$ cat config.mk
export PLATFORM = sky130hd
export DESIGN_NAME = ask_modulator
export DESIGN_NICKNAME = d
export VERILOG_FILES = /design/src/rtl/rfid_pkg.sv /design/src/rtl/carrier_phase_gen.sv /design/src/rtl/ask_modulator.sv
export SDC_FILE = /design/constraint.sdc
export NUM_CORES = 1
export LEC_CHECK = 0
export ABC_CLOCK_PERIOD_IN_PS = 4000
export CAP_MARGIN = 40
export CELL_PAD_IN_SITES_DETAIL_PLACEMENT = 1
export CELL_PAD_IN_SITES_GLOBAL_PLACEMENT = 1
export CORE_MARGIN = 2
export CORE_UTILIZATION = 35
export CTS_BUF_LIST = sky130_fd_sc_hd__clkbuf_4 sky130_fd_sc_hd__clkbuf_8 sky130_fd_sc_hd__clkbuf_16
export CTS_CLUSTER_DIAMETER = 150
export DETAILED_ROUTE_END_ITERATION = 16
export GPL_TIMING_DRIVEN = 0
export HOLD_SLACK_MARGIN = 0.05
export PLACE_DENSITY = 0.76
export SLEW_MARGIN = 10
export SYNTH_ARGS = -nofsm -noshare
export SYNTH_HDL_FRONTEND = slang
export SYNTH_SLANG_ARGS = --single-unit
$ cat constraint.sdc
create_clock -name clk_in -period 4 [get_ports clk_in]
set_clock_uncertainty 0.1 [all_clocks]
set_input_delay 0.8 -clock clk_in [delete_from_list [all_inputs] [get_ports clk_in]]
set_output_delay 0.8 -clock clk_in [all_outputs]
set_load 0.01 [all_outputs]
$ cat src/rtl/rfid_pkg.sv
// Types shared by the RFID transmit modulator and receive-side envelope decoder.
// Holds the sample word definition, transmit FSM states and the ASK level helper.
package rfid_pkg;

    localparam int SAMPLE_W = 32;

    typedef logic signed [SAMPLE_W-1:0] sample_t;

    typedef enum logic {
        IDLE = 1'b0,
        SEND = 1'b1
    } tx_state_t;

    // Carrier sample for the given half-cycle polarity and magnitude.
    function automatic sample_t ask_level(input logic neg, input sample_t amp);
        return neg ? -amp : amp;
    endfunction

endpackage

$ cat src/rtl/carrier_phase_gen.sv
// Carrier half-cycle counter and sign flop for the ASK modulator.
// State holds the phase of the next sample; restart rewinds to phase 0, positive.
module carrier_phase_gen #(
    parameter int CARRIER_HALF = 4
) (
    input  logic clk_in,
    input  logic rst_in,
    input  logic step,
    input  logic restart,
    output logic sign
);

    localparam int PH_W = $clog2(CARRIER_HALF) + 1;
    localparam logic [PH_W-1:0] PH_LAST = PH_W'(CARRIER_HALF - 1);

    logic [PH_W-1:0] r_cnt;
    logic            r_sign;
    logic [PH_W-1:0] w_base_cnt;
    logic            w_base_sign;

    // A restart on a stepping strobe counts the restarted sample itself.
    always_comb begin
        w_base_cnt  = restart ? '0 : r_cnt;
        w_base_sign = restart ? 1'b0 : r_sign;
    end

    always_ff @(posedge clk_in or posedge rst_in) begin
        if (rst_in) begin
            r_cnt  <= '0;
            r_sign <= 1'b0;
        end else if (step || restart) begin
            if (step && (w_base_cnt == PH_LAST)) begin
                r_cnt  <= '0;
                r_sign <= ~w_base_sign;
            end else if (step) begin
                r_cnt  <= w_base_cnt + 1'b1;
                r_sign <= w_base_sign;
            end else begin
                r_cnt  <= w_base_cnt;
                r_sign <= w_base_sign;
            end
        end
    end

    assign sign = r_sign;

endmodule

$ cat src/rtl/ask_modulator.sv
// On-off-keyed carrier modulator: one bit per SAMPLES_PER_BIT strobes, with a
// single-entry holding register so back-to-back bits stream without gaps.
module ask_modulator
    import rfid_pkg::*;
#(
    parameter int SAMPLES_PER_BIT = 64,
    parameter int CARRIER_HALF    = 4,
    parameter int AMP_ONE         = 20000,
    parameter int AMP_ZERO        = 1000
) (
    input  logic    clk_in,
    input  logic    rst_in,
    input  logic    sample_en_in,
    input  logic    bit_in,
    input  logic    bit_valid_in,
    output logic    bit_ready_out,
    output sample_t data_out,
    output logic    period_trigger_out,
    output logic    busy_out
);

    localparam int CNT_W = $clog2(SAMPLES_PER_BIT);
    localparam logic [CNT_W-1:0] LAST_CNT = CNT_W'(SAMPLES_PER_BIT - 1);
    localparam sample_t AMP1 = sample_t'(AMP_ONE);
    localparam sample_t AMP0 = sample_t'(AMP_ZERO);

    tx_state_t        r_state;
    logic             r_hold_bit;
    logic             r_hold_full;
    logic             r_act_bit;
    logic [CNT_W-1:0] r_sample_cnt;
    sample_t          r_data;
    logic             r_trig;
    logic             r_busy;

    logic    w_start;
    logic    w_boundary;
    logic    w_reload;
    logic    w_flush;
    logic    w_emit;
    logic    w_emit_bit;
    logic    w_phase_sign;
    logic    w_sample_neg;
    sample_t w_level;

    always_comb begin
        w_start      = sample_en_in && (r_state == IDLE) && r_hold_full;
        w_boundary   = sample_en_in && (r_state == SEND) && (r_sample_cnt == LAST_CNT);
        w_reload     = w_boundary && r_hold_full;
        w_flush      = w_boundary && !r_hold_full;
        w_emit       = w_start || (sample_en_in && (r_state == SEND) && !w_flush);
        w_emit_bit   = (w_start || w_reload) ? r_hold_bit : r_act_bit;
        w_sample_neg = w_start ? 1'b0 : w_phase_sign;
        w_level      = ask_level(w_sample_neg, w_emit_bit ? AMP1 : AMP0);
    end

    carrier_phase_gen #(
        .CARRIER_HALF (CARRIER_HALF)
    ) u_phase (
        .clk_in  (clk_in),
        .rst_in  (rst_in),
        .step    (w_emit),
        .restart (w_start),
        .sign    (w_phase_sign)
    );

    always_ff @(posedge clk_in or posedge rst_in) begin
        if (rst_in) begin
            r_state      <= IDLE;
            r_hold_bit   <= 1'b0;
            r_hold_full  <= 1'b0;
            r_act_bit    <= 1'b0;
            r_sample_cnt <= '0;
            r_data       <= '0;
            r_trig       <= 1'b0;
            r_busy       <= 1'b0;
        end else begin
            r_trig <= 1'b0;
            // Accept and unload are mutually exclusive: accept needs an empty holder.
            if (bit_valid_in && !r_hold_full) begin
                r_hold_bit  <= bit_in;
                r_hold_full <= 1'b1;
            end else if (w_start || w_reload) begin
                r_hold_full <= 1'b0;
            end
            case (r_state)
                IDLE: begin
                    r_data <= '0;
                    r_busy <= 1'b0;
                    if (w_start) begin
                        r_act_bit    <= r_hold_bit;
                        r_sample_cnt <= '0;
                        r_data       <= w_level;
                        r_trig       <= 1'b1;
                        r_busy       <= 1'b1;
                        r_state      <= SEND;
                    end
                end
                SEND: begin
                    if (w_flush) begin
                        r_data       <= '0;
                        r_trig       <= 1'b1;
                        r_busy       <= 1'b0;
                        r_sample_cnt <= '0;
                        r_state      <= IDLE;
                    end else if (w_reload) begin
                        r_act_bit    <= r_hold_bit;
                        r_sample_cnt <= '0;
                        r_data       <= w_level;
                        r_trig       <= 1'b1;
                    end else if (sample_en_in) begin
                        r_data       <= w_level;
                        r_sample_cnt <= r_sample_cnt + 1'b1;
                    end
                end
                default: r_state <= IDLE;
            endcase
        end
    end

    assign bit_ready_out      = !r_hold_full;
    assign data_out           = r_data;
    assign period_trigger_out = r_trig;
    assign busy_out           = r_busy;

endmodule

==> reports/summary.log, run 1 <==
qor: logic_synthesis.synthSimpleGateAreaFrac 0.167
qor: grt.grt_start_max_net_pins 21
qor: placement.place.detailed.instances 224
qor: worst_setup_path.timing.reg2reg.worst_path_depth 7
qor: timing.post-route-min-period 2760 ps
qor: min_path.worstHoldStart u_phase.r_cnt[0]
qor: logic_synthesis.synth_ff_type sky130_fd_sc_hd__dfrtp_1
qor: layout.area.growth.synth_to_final 35.1%
qor: timing.rsz0062_at_grt false
qor: placement.place_hpwl 2.42 mm
qor: logic_synthesis.post_synth_instance_area 0.00139 mm^2
qor: logic_synthesis.synthDominantAreaCellType sky130_fd_sc_hd__dfrtp_1
qor: timing.clock.fmax 362 MHz
qor: cts.post_cts_hold_buffer_count 0
qor: cts.clk_pin_slew_worst_paths 80 ps
qor: route.wl_met1 1.35 mm
qor: outcome.status completed
qor: logic_synthesis.synthesis.area_per_instance 10.2 um^2
qor: logic_synthesis.synth-xor-area-share 0
qor: route.finalWirelength 3.00 mm
qor: logic_synthesis.number_of_synthesized_flops_with_an_enable_pin 0
qor: min_path.hold_path.class flip-flop to flip-flop
qor: worst_setup_path.rrSetupSlack 1810 ps
qor: logic_synthesis.synth.ff_latch_count 23
qor: grt.grt_remaining_overflow 0
qor: min_path.end_of_the_worst_hold_path u_phase.r_cnt[0]
qor: cts.cts_setup_buffers 0
qor: worst_setup_path.timing.critical_path.required 4020 ps
qor: logic_synthesis.synthTopCellsByCount sky130_fd_sc_hd__buf_4 (25), sky130_fd_sc_hd__dfrtp_1 (23), sky130_fd_sc_hd__nand2_1 (16)
qor: layout.antennaDiodeCount 0
qor: timing.setup_violations 0
qor: logic_synthesis.share_of_synthesized_area_spent_on_multiplexers 0.0323
qor: route.final_antenna_net_count 0
qor: floorplanning.core 0.00374 mm^2
qor: min_path.min_path_cells 2
qor: cts.htreeDepth 1
qor: logic_synthesis.synth-compound-area-share 0.181
qor: layout.n_fill_cell 438
qor: floorplanning.die_height 67.1 um
qor: logic_synthesis.post-synth-top-area-fraction 0.413
qor: grt.globalRouteTotalUtil 0.152
qor: timing.worst_pin_slew 524 ps
qor: route.dr_total_vias 1107
qor: grt.first_global_vias 1137
qor: timing.fin_worst_hold_slack 396 ps
qor: worst_setup_path.critical_path.slowest_cell sky130_fd_sc_hd__clkdlybuf4s50_1
qor: worst_setup_path.slowest_delay 590 ps
qor: route.highest-signal-layer met4
qor: pwr.maximum_vdd_drop 0.229 mV
qor: cts.cts_buffers 3
qor: route.detailedRoute.firstPassIterationCount 3
qor: logic_synthesis.yosys_warning_count 0
qor: worst_setup_path.critPathKind input pin to flip-flop
qor: run.total_of_max_cap_violations 0
qor: route.met2_length 1.45 mm
qor: worst_setup_path.setup.worst_path.end_class flip-flop
qor: layout.design.final.nets 191
qor: cts.worst_skew_late_latency 260 ps
qor: floorplanning.design.die.area 0.00450 mm^2
qor: worst_setup_path.critical_path.max_fanout 7
qor: layout.drive_above_1_share 0.228
qor: logic_synthesis.synthMostInstantiatedCell sky130_fd_sc_hd__buf_4
qor: worst_setup_path.worst_path_arrival_time 2790 ps
qor: grt.antenna_found_initial 0
qor: logic_synthesis.synth.yosys.seq_area_share 0.413
qor: worst_setup_path.path_cells clkdlybuf4s50_1 -> nand3b_1 -> and2_1 -> ha_1 -> ha_1 -> o31ai_1 -> a22oi_1
qor: route.wl_per_cell 13.1 um
qor: route.drt-initial-drc-count 15
qor: logic_synthesis.post_synth_main_area_contributors sky130_fd_sc_hd__dfrtp_1 (41%), sky130_fd_sc_hd__buf_4 (13%), sky130_fd_sc_hd__ha_1 (4.5%)
qor: placement.port_buffers 36
qor: worst_setup_path.worstSetupStartpointType input pin
qor: timing.drv_slew 0
qor: worst_setup_path.worst_r2r_startpoint r_sample_cnt[0]
qor: placement.routabilityCongestion 0.742
qor: layout.final-instance-count-excl-fill 228
qor: route.viasPerCell 4.86
qor: floorplanning.placement_rows 22
qor: worst_setup_path.timing.rr.end data_out[8]
qor: cts.max-clock-path-buffers 2
qor: floorplanning.io_pins 40
qor: timing.final.period_utilization 0.691
qor: logic_synthesis.synth.lib_cells_used.distinct 39
qor: timing.final_hold_viol_count 0
qor: cts.cts.repair.resized 0
qor: cts.tritoncts_num_sinks 23
qor: logic_synthesis.synth_adder_area_share 0.0449
qor: logic_synthesis.main_combinational_cell_family_by_area_after_synthesis compound AO/OA/AOI/OAI gates
qor: route.drcViolationCount 0
qor: floorplanning.die_w 67.1 um
qor: grt.grt_pass1_wl 5.24 mm
qor: cts.ctsRootBufferMaster sky130_fd_sc_hd__clkbuf_8
qor: worst_setup_path.worst_path_most_repeated_cell sky130_fd_sc_hd__ha_1
qor: pwr.cellPowerDensity 652 mW/mm^2
qor: logic_synthesis.syn-instance-count 137
qor: route.met3_routed_length 173 um
qor: timing.final.setup.tns 0 ps
qor: cts.tritoncts done
qor: floorplanning.initial_utilization 0.372
qor: logic_synthesis.async_reset_ff_frac 1.00
qor: timing.slew_headroom 0.651
qor: pwr.cellLeakagePower 0.831 nW
cells in the final DEF, fill, tap and decap left out, types with 2 or more instances in the layout:
cell type / synthesis / routed
sky130_fd_sc_hd__nand3_4: 2 / 2
sky130_fd_sc_hd__nand2_1: 16 / 16
sky130_fd_sc_hd__nor2_1: 6 / 6
sky130_fd_sc_hd__a22oi_1: 2 / 2
sky130_fd_sc_hd__inv_1: 4 / 4
sky130_fd_sc_hd__buf_4: 25 / 25
sky130_fd_sc_hd__and2_1: 4 / 4
sky130_fd_sc_hd__ha_1: 5 / 5
sky130_fd_sc_hd__a21oi_1: 2 / 2
sky130_fd_sc_hd__nand3b_1: 2 / 2
sky130_fd_sc_hd__o31ai_1: 4 / 4
sky130_fd_sc_hd__clkbuf_8: 1 / 4
sky130_fd_sc_hd__nor2b_1: 2 / 2
sky130_fd_sc_hd__nand4_1: 2 / 2
sky130_fd_sc_hd__a22o_1: 4 / 4
sky130_fd_sc_hd__clkdlybuf4s50_1: 0 / 36
sky130_fd_sc_hd__mux2i_1: 3 / 3
sky130_fd_sc_hd__o21ai_0: 8 / 8
sky130_fd_sc_hd__dfrtp_1: 23 / 23
sky130_fd_sc_hd__nand2b_1: 2 / 2
sky130_fd_sc_hd__conb_1: 1 / 3
routing by layer:
| layer | vias up | global-route usage |
|---|---|---|
| li1 | 545 | - |
| met1 | 524 | 0.193 |
| met2 | 35 | 0.260 |
| met3 | 3 | 0.0287 |
| met4 | 0 | 0.0434 |
| met5 | - | 0 |
registers in the layout, summed over array words and instances (netlist names):
name	flops
r_act_bit	1
r_hold_bit	1
u_phase.sign	1
busy_out	1
r_hold_full	1
data_out	7
period_trigger_out	1
u_phase.r_cnt	3
r_state	1
r_sample_cnt	6
stage by stage:
| stage | cell area, um^2 | setup WS [ps] | total power, W | util |
|---|---|---|---|---|
| 5_1_grt | 1880 | 1080 | 0.00134 | 0.503 |
| 3_5_place_dp | 1840 | 964 | 0.00110 | 0.490 |
| 6_report | 1880 | 1240 | 0.00123 | 0.503 |
| 2_1_floorplan | 1400 | 1850 | 0.000790 | - |
| 4_1_cts | 1880 | 1220 | 0.00124 | 0.503 |
| 3_3_place_gp | 1820 | 1020 | 0.00106 | 0.486 |
critical path, delay by kind of cell:
kind	cells	cell delay (ps)
buffers and inverters	1	590
AND/OR/NAND/NOR	2	580
adder cells (fa/ha/maj)	2	460
AO/OA/AOI/OAI	2	350
cell families after synthesis:
family | Yosys count
adder cells (fa/ha/maj) | 5
other | 1
multiplexers | 4
AO/OA/AOI/OAI | 32
flip-flops | 23
buffers and inverters | 31
AND/OR/NAND/NOR | 41
worst max-delay path by stage:
stage / slack [ps] / to / startpoint
after CTS: 1220 / u_phase.sign / sample_en_in
final: 1240 / u_phase.sign / sample_en_in
after global routing: 1080 / u_phase.sign / sample_en_in
after detailed placement: 960 / u_phase.sign / sample_en_in
after global placement: 1020 / u_phase.sign / sample_en_in
after floorplan: 1850 / u_phase.sign / sample_en_in
final cells by class:
cell class | count | area [um^2] | area share
Clock buffer | 3 | 41.3 | 0.0219
Clock inverter | 1 | 5.00 | 0.00266
Tap cell | 48 | 60.1 | 0.0319
Inverter | 4 | 15.0 | 0.00798
Timing Repair Buffer | 37 | 375 | 0.199
Multi-Input combinational cell | 85 | 604 | 0.321
Sequential cell | 23 | 576 | 0.306
Buffer | 27 | 205 | 0.109
power breakdown:
part | leakage, nW | internal [W] | total (W) | switching (W)
combinational | 0.538 | 0.000401 | 0.000652 | 0.000251
sequential | 0.268 | 0.000321 | 0.000432 | 0.000111
clock | 0.0255 | 0.0000695 | 0.000143 | 0.0000737
total | 0.831 | 0.000792 | 0.00123 | 0.000435
(Power assumes the default switching activity.)
==> run 2: changes to the inputs <==
Settings changed: ABC_CLOCK_PERIOD_IN_PS 4000 to 2620.
Clock period 4 ns to 2.62 ns, I/O delays scaled along.
==> run 2 against run 1 <==
Final cell count is 0.44% higher. Routed wire length is 0.10% lower. Critical path type unchanged. Utilization is 0.20 points higher. Largest cell class unchanged. First-iteration DRC count is 27% lower. Global-route usage stayed put. Worst hold slack better by 2.7 ps. Critical endpoint unchanged. Largest power group unchanged.
==> reports/summary.log, run 2 (synthesis gave the netlist of run 1 again) <==
qor: layout.stdcell_area 0.00189 mm^2
qor: layout.antennaDiodeCount 0
qor: min_path.min_path_cells 2
qor: worst_setup_path.worst_path_most_repeated_cell sky130_fd_sc_hd__ha_1
qor: timing.final.period_utilization 0.891
qor: timing.post-route-min-period 2330 ps
qor: floorplanning.die_w 67.1 um
qor: cts.tritoncts done
qor: layout.mostFrequentLayoutCell sky130_fd_sc_hd__clkdlybuf4s50_1
qor: worst_setup_path.slowest_delay 590 ps
qor: timing.rsz0062_at_grt false
qor: grt.grt_util_met3 0.0287
qor: pwr.cellPowerDensity 992 mW/mm^2
qor: timing.worst_pin_slew 524 ps
qor: floorplanning.io_pins 40
qor: cts.clk_pin_slew_worst_paths 80 ps
qor: timing.final.setup.tns 0 ps
qor: timing.final_hold_viol_count 0
qor: route.drcViolationCount 0
qor: grt.grt_pass1_wl 5.24 mm
qor: worst_setup_path.critical_path.max_fanout 7
qor: min_path.worstHoldStart u_phase.r_cnt[0]
qor: worst_setup_path.rrSetupSlack 440 ps
qor: layout.largest_register_ff_count 7
qor: layout.postLayoutCoreUtil 0.505
qor: route.wl_per_cell 13.1 um
qor: worst_setup_path.path_cells clkdlybuf4s50_1 -> nand3b_1 -> and2_1 -> ha_1 -> ha_1 -> o31ai_1 -> a22oi_1
qor: worst_setup_path.timing.reg2reg.worst_path_depth 7
qor: placement.routabilityCongestion 0.742
qor: placement.place_ws -140 ps
qor: layout.design.final.nets 192
qor: worst_setup_path.timing.critical_path.required 2650 ps
qor: worst_setup_path.critical_path.slowest_cell sky130_fd_sc_hd__clkdlybuf4s50_1
qor: floorplanning.design.die.area 0.00450 mm^2
qor: worst_setup_path.worst_r2r_startpoint r_sample_cnt[0]
qor: worst_setup_path.critical_path.n_buffers_inverters 1
qor: layout.area.growth.synth_to_final 35.7%
qor: route.finalWirelength 2.99 mm
qor: min_path.end_of_the_worst_hold_path u_phase.r_cnt[0]
qor: cts.htreeDepth 1
qor: timing.setup_violations 0
qor: route.final_antenna_net_count 0
qor: timing.clock.fmax 428 MHz
qor: timing.finalWorstSetupSlack 286 ps
qor: grt.antenna_found_initial 0
qor: cts.ctsRootBufferMaster sky130_fd_sc_hd__clkbuf_8
qor: placement.port_buffers 36
qor: layout.drive_above_1_share 0.232
qor: cts.post_cts_hold_buffer_count 0
qor: grt.grt_start_max_net_pins 21
qor: worst_setup_path.worstSetupStartpointType input pin
qor: cts.cts.repair.resized 0
qor: worst_setup_path.worst_path_arrival_time 2360 ps
qor: worst_setup_path.critPathKind input pin to flip-flop
qor: worst_setup_path.critical_path.top_delay_family buffers and inverters
qor: floorplanning.initial_utilization 0.372
qor: min_path.hold_path.class flip-flop to flip-flop
qor: placement.place_hpwl 2.42 mm
qor: placement.post_dp_cell_area 0.00184 mm^2
qor: grt.grtUsageMet1 0.193
qor: pwr.maximum_vdd_drop 0.345 mV
qor: grt.first_global_vias 1137
qor: timing.drv_slew 0
qor: pwr.total_power 0.00187 W
qor: route.detailedRoute.firstPassIterationCount 4
qor: worst_setup_path.timing.rr.end data_out[8]
qor: floorplanning.placement_rows 22
qor: cts.cts_buffers 3
qor: cts.tritoncts_num_sinks 23
qor: route.dr_total_vias 1114
qor: route.drt-initial-drc-count 11
qor: run.total_of_max_cap_violations 0
qor: layout.most_frequent_cells_in_the_layout sky130_fd_sc_hd__clkdlybuf4s50_1 (36), sky130_fd_sc_hd__buf_4 (26), sky130_fd_sc_hd__dfrtp_1 (23), sky130_fd_sc_hd__nand2_1 (16), sky130_fd_sc_hd__o21ai_0 (8)
qor: grt.grt_remaining_overflow 0
qor: outcome.status completed
qor: route.viasPerCell 4.86
qor: cts.worst_skew_late_latency 260 ps
qor: grt.gr-usage-met2 0.260
qor: worst_setup_path.setup.worst_path.end_class flip-flop
qor: grt.globalRouteTotalUtil 0.152
qor: floorplanning.core 0.00374 mm^2
qor: timing.slew_headroom 0.651
qor: grt.gr-max-usage-layer met2
qor: floorplanning.die_height 67.1 um
qor: cts.max-clock-path-buffers 2
qor: pwr.cellLeakagePower 0.835 nW
[run 2: cell count changes in the layout (fill, tap and decap cells not counted)]
cell	previous run	this run
sky130_fd_sc_hd__buf_4	25	26
[run 2: area by class of cell]
class / instances / area, um^2
timing repair buffer: 38 / 383
fill: 438 / 1850
clock buffer: 3 / 41.3
sequential: 23 / 576
tap: 48 / 60.1
inverter: 4 / 15.0
buffer: 27 / 205
multi-input combinational: 85 / 604
clock inverter: 1 / 5.00
[run 2: what timing repair did]
item	CTS	global route
endpoints found under the hold margin	0	0
setup buffers	0	1
endpoints found under the setup margin	0	1
[run 2: worst max-delay path by stage]
stage	from	end	slack, ps	cells past startpoint
global placement	sample_en_in	u_phase.sign	-80	7
detailed placement	sample_en_in	u_phase.sign	-140	7
CTS	sample_en_in	u_phase.sign	120	7
finish	sample_en_in	u_phase.sign	290	7
global route	sample_en_in	u_phase.sign	150	7
floorplan	r_sample_cnt[0]	data_out[8]	650	7
[run 2: worst min-delay path, stage by stage, from the launching register on]
cell                      delay, ps
sky130_fd_sc_hd__dfrtp_1        360
sky130_fd_sc_hd__nand2_1         60
sky130_fd_sc_hd__o31ai_1         60
[run 2: metrics by stage]
stage,cells,hold WS [ps]
CTS,228,402
global placement,223,353
detailed placement,224,378
floorplan,139,340
global route,229,414
finish,229,399
[run 2: power by group]
group | internal (W) | total (W) | switching (W)
combinational | 0.000613 | 0.000996 | 0.000383
sequential | 0.000491 | 0.000657 | 0.000167
clock | 0.000106 | 0.000221 | 0.000115
[run 2: metal layers]
layer,up-vias,part of all wire
met2,35,0.49
li1,547,-
met4,0,0.0070
met1,529,0.44
met3,3,0.058
met5,-,0
==> run 3: changes to the inputs <==
Settings changed: ABC_CLOCK_PERIOD_IN_PS 2620 to 1900, CORE_ASPECT_RATIO set to 1.25, CORE_UTILIZATION 35 to 32, PLACE_DENSITY 0.76 to 0.73, RECOVER_POWER set to 25.
Clock period 2.62 ns to 1.9 ns, I/O delays scaled along.
==> run 3 against run 2 <==
The run now ends with setup timing left. Highest routed layer unchanged. Combinational power up 49%. Clock-buffer cell count up 1. Routed wire length up 27%. Sequential share of layout area down 1.5 points.
==> reports/summary.log, run 3 (synthesis gave the netlist of run 1 again) <==
qor: pwr.p_comb_frac 0.545
qor: pwr.power.net_switching 0.00101 W
qor: floorplanning.core 0.00413 mm^2
qor: layout.design.final.nets 203
qor: pwr.part_of_the_total_power_dissipated_in_the_clock_network 0.121
qor: layout.mostFrequentLayoutCell sky130_fd_sc_hd__buf_4
qor: layout.antennaDiodeCount 0
qor: worst_setup_path.worst_path_arrival_time 1980 ps
qor: timing.final.setup.tns -18.4 ps
qor: floorplanning.design.die.area 0.00490 mm^2
qor: layout.n_fill_cell 484
qor: layout.stdcell_area 0.00200 mm^2
qor: grt.antenna_found_initial 0
qor: floorplanning.die_height 77.8 um
qor: layout.final-instance-count-excl-fill 248
qor: cts.ctsRootBufferMaster sky130_fd_sc_hd__clkbuf_8
qor: cts.max-clock-path-buffers 2
qor: cts.tritoncts done
qor: cts.clk_pin_slew_worst_paths 80 ps
qor: floorplanning.placement_rows 26
qor: layout.postLayoutCoreUtil 0.485
qor: pwr.internal_power 0.00170 W
qor: worst_setup_path.path_cells ha_4 -> and3_4 -> nand3_4 -> a21oi_4 -> mux2i_1 -> ha_1 -> a22o_1
qor: grt.grt_pass1_wl 6.15 mm
qor: placement.port_buffers 36
qor: worst_setup_path.critical_path.max_fanout 3
qor: cts.htreeDepth 1
qor: timing.worst_pin_slew 823 ps
qor: grt.grt_remaining_overflow 0
qor: pwr.cellPowerDensity 1360 mW/mm^2
qor: layout.layout.area.seq 581 um^2
qor: pwr.maximum_vdd_drop 0.567 mV
qor: route.viasPerCell 4.83
qor: outcome.status finished, violations left
qor: route.detailedRoute.firstPassIterationCount 4
qor: pwr.seqPwrFrac 0.333
qor: layout.area.growth.synth_to_final 43.8%
qor: pwr.cellLeakagePower 0.914 nW
qor: pwr.switching_share 0.373
qor: timing.rsz0062_at_grt true
qor: layout.drive_above_1_share 0.328
qor: layout.most_frequent_cells_in_the_layout sky130_fd_sc_hd__buf_4 (36), sky130_fd_sc_hd__dlygate4sd2_1 (20), sky130_fd_sc_hd__dfrtp_1 (19), sky130_fd_sc_hd__nand2_1 (16), sky130_fd_sc_hd__clkdlybuf4s50_1 (15)
qor: outcome.violated_checks setup timing
qor: timing.slew_headroom 0.452
qor: grt.grt_start_max_net_pins 16
qor: timing.drv_slew 0
qor: grt.first_global_vias 1254
qor: worst_setup_path.setup.worst_path.end_class flip-flop
qor: timing.final.period_utilization 1.01
qor: layout.multiInputGateArea 649 um^2
qor: timing.setup_violations 1
qor: grt.globalRouteTotalUtil 0.160
qor: run.total_of_max_cap_violations 0
qor: layout.largest_register_ff_count 7
qor: placement.post_dp_cell_area 0.00186 mm^2
qor: route.final_antenna_net_count 0
qor: cts.cts_buffers 3
qor: floorplanning.initial_utilization 0.337
qor: min_path.hold_path.class input pin to asynchronous set/reset pin
qor: route.finalWirelength 3.79 mm
qor: timing.finalWorstSetupSlack -18.4 ps
qor: floorplanning.die_w 63.0 um
qor: placement.routabilityCongestion 0.760
qor: worst_setup_path.slowest_delay 400 ps
qor: pwr.total_power 0.00272 W
qor: worst_setup_path.critical_path.n_buffers_inverters 0
qor: worst_setup_path.worstSetupStartpointType flip-flop
qor: timing.post-route-min-period 1920 ps
qor: worst_setup_path.critical_path.top_delay_family flip-flops
qor: worst_setup_path.critical_path.slowest_cell sky130_fd_sc_hd__dfrtp_2
qor: route.dr_total_vias 1199
qor: worst_setup_path.timing.critical_path.required 1960 ps
qor: floorplanning.io_pins 40
qor: timing.final_hold_viol_count 0
qor: worst_setup_path.critPathKind flip-flop to flip-flop
qor: placement.place.detailed.instances 232
qor: timing.clock.fmax 521 MHz
qor: route.drt-initial-drc-count 12
qor: route.drcViolationCount 0
qor: cts.worst_skew_late_latency 270 ps
qor: route.wl_per_cell 15.3 um
qor: cts.tritoncts_num_sinks 23
qor: placement.place_hpwl 2.79 mm
==> run 3: cell count changes in the layout (fill, tap and decap cells not counted), moves of 2 or more <==
cell,delta
sky130_fd_sc_hd__dlygate4sd2_1,+20
sky130_fd_sc_hd__clkdlybuf4s50_1,-21
sky130_fd_sc_hd__ha_1,-3
sky130_fd_sc_hd__ha_4,+2
sky130_fd_sc_hd__dfrtp_1,-4
sky130_fd_sc_hd__buf_4,+10
sky130_fd_sc_hd__dfrtp_2,+4
==> run 3: through the flow <==
stage,hold slack [ps],setup WS [ps]
final,395,-18.4
after CTS,292,-49.3
after global placement,353,-618
after detailed placement,371,-734
after floorplan,282,19.6
after global routing,421,-72.2
==> run 3: metal layers <==
metal | up-vias | part of all wire | track usage
met5 | - | 0 | 0
met4 | 0 | 0.010 | 0.0444
met3 | 5 | 0.038 | 0.0217
met2 | 33 | 0.60 | 0.329
met1 | 598 | 0.35 | 0.162
li1 | 563 | - | -
==> run 3: worst paths after layout <==
| path | start | end | slack, ps | cells past startpoint |
|---|---|---|---|---|
| max | r_sample_cnt[0] | data_out[8] | -20 | 7 |
| min | rst_in | r_hold_bit | 400 | 2 |
| max reg2reg | r_sample_cnt[0] | data_out[8] | -20 | 7 |
| min reg2reg | data_out[9] | data_out[9] | 400 | 2 |
| max in group asynchronous | rst_in | r_sample_cnt[2] | 190 | 3 |
| min in group clk_in | data_out[9] | data_out[9] | 400 | 2 |
==> run 3: final cells by class <==
cell class / count / share of cell area
tap: 56 / 0.0350
inverter: 4 / 0.00750
clock buffer: 4 / 0.0244
buffer: 27 / 0.103
timing repair buffer: 49 / 0.216
sequential: 23 / 0.290
multi-input combinational: 85 / 0.324
==> run 3: what timing repair did <==
item / CTS / global route
pin swaps: 5 / 3
hold buffers: 0 / 0
resized for setup: 29 / 5
setup buffers: 8 / 4
endpoints found under the setup margin: 27 / 6
==> run 3: worst reg2reg max path, delay by kind of cell, from the launching register on <==
family | cells | cell delay [ps]
compound gates | 2 | 370
fa+ha+maj | 2 | 400
flops | 1 | 400
mux | 1 | 250
simple gates | 2 | 300
==> run 3: power by group through the flow <==
stage | registers (W) | clock network, W | logic, W
5_1_grt | 0.000933 | 0.000354 | 0.00163
3_3_place_gp | 0.000909 | 0 | 0.00135
4_1_cts | 0.000900 | 0.000333 | 0.00147
3_5_place_dp | 0.000939 | 0 | 0.00143
6_report | 0.000906 | 0.000330 | 0.00148
2_1_floorplan | 0.000906 | 0 | 0.000773
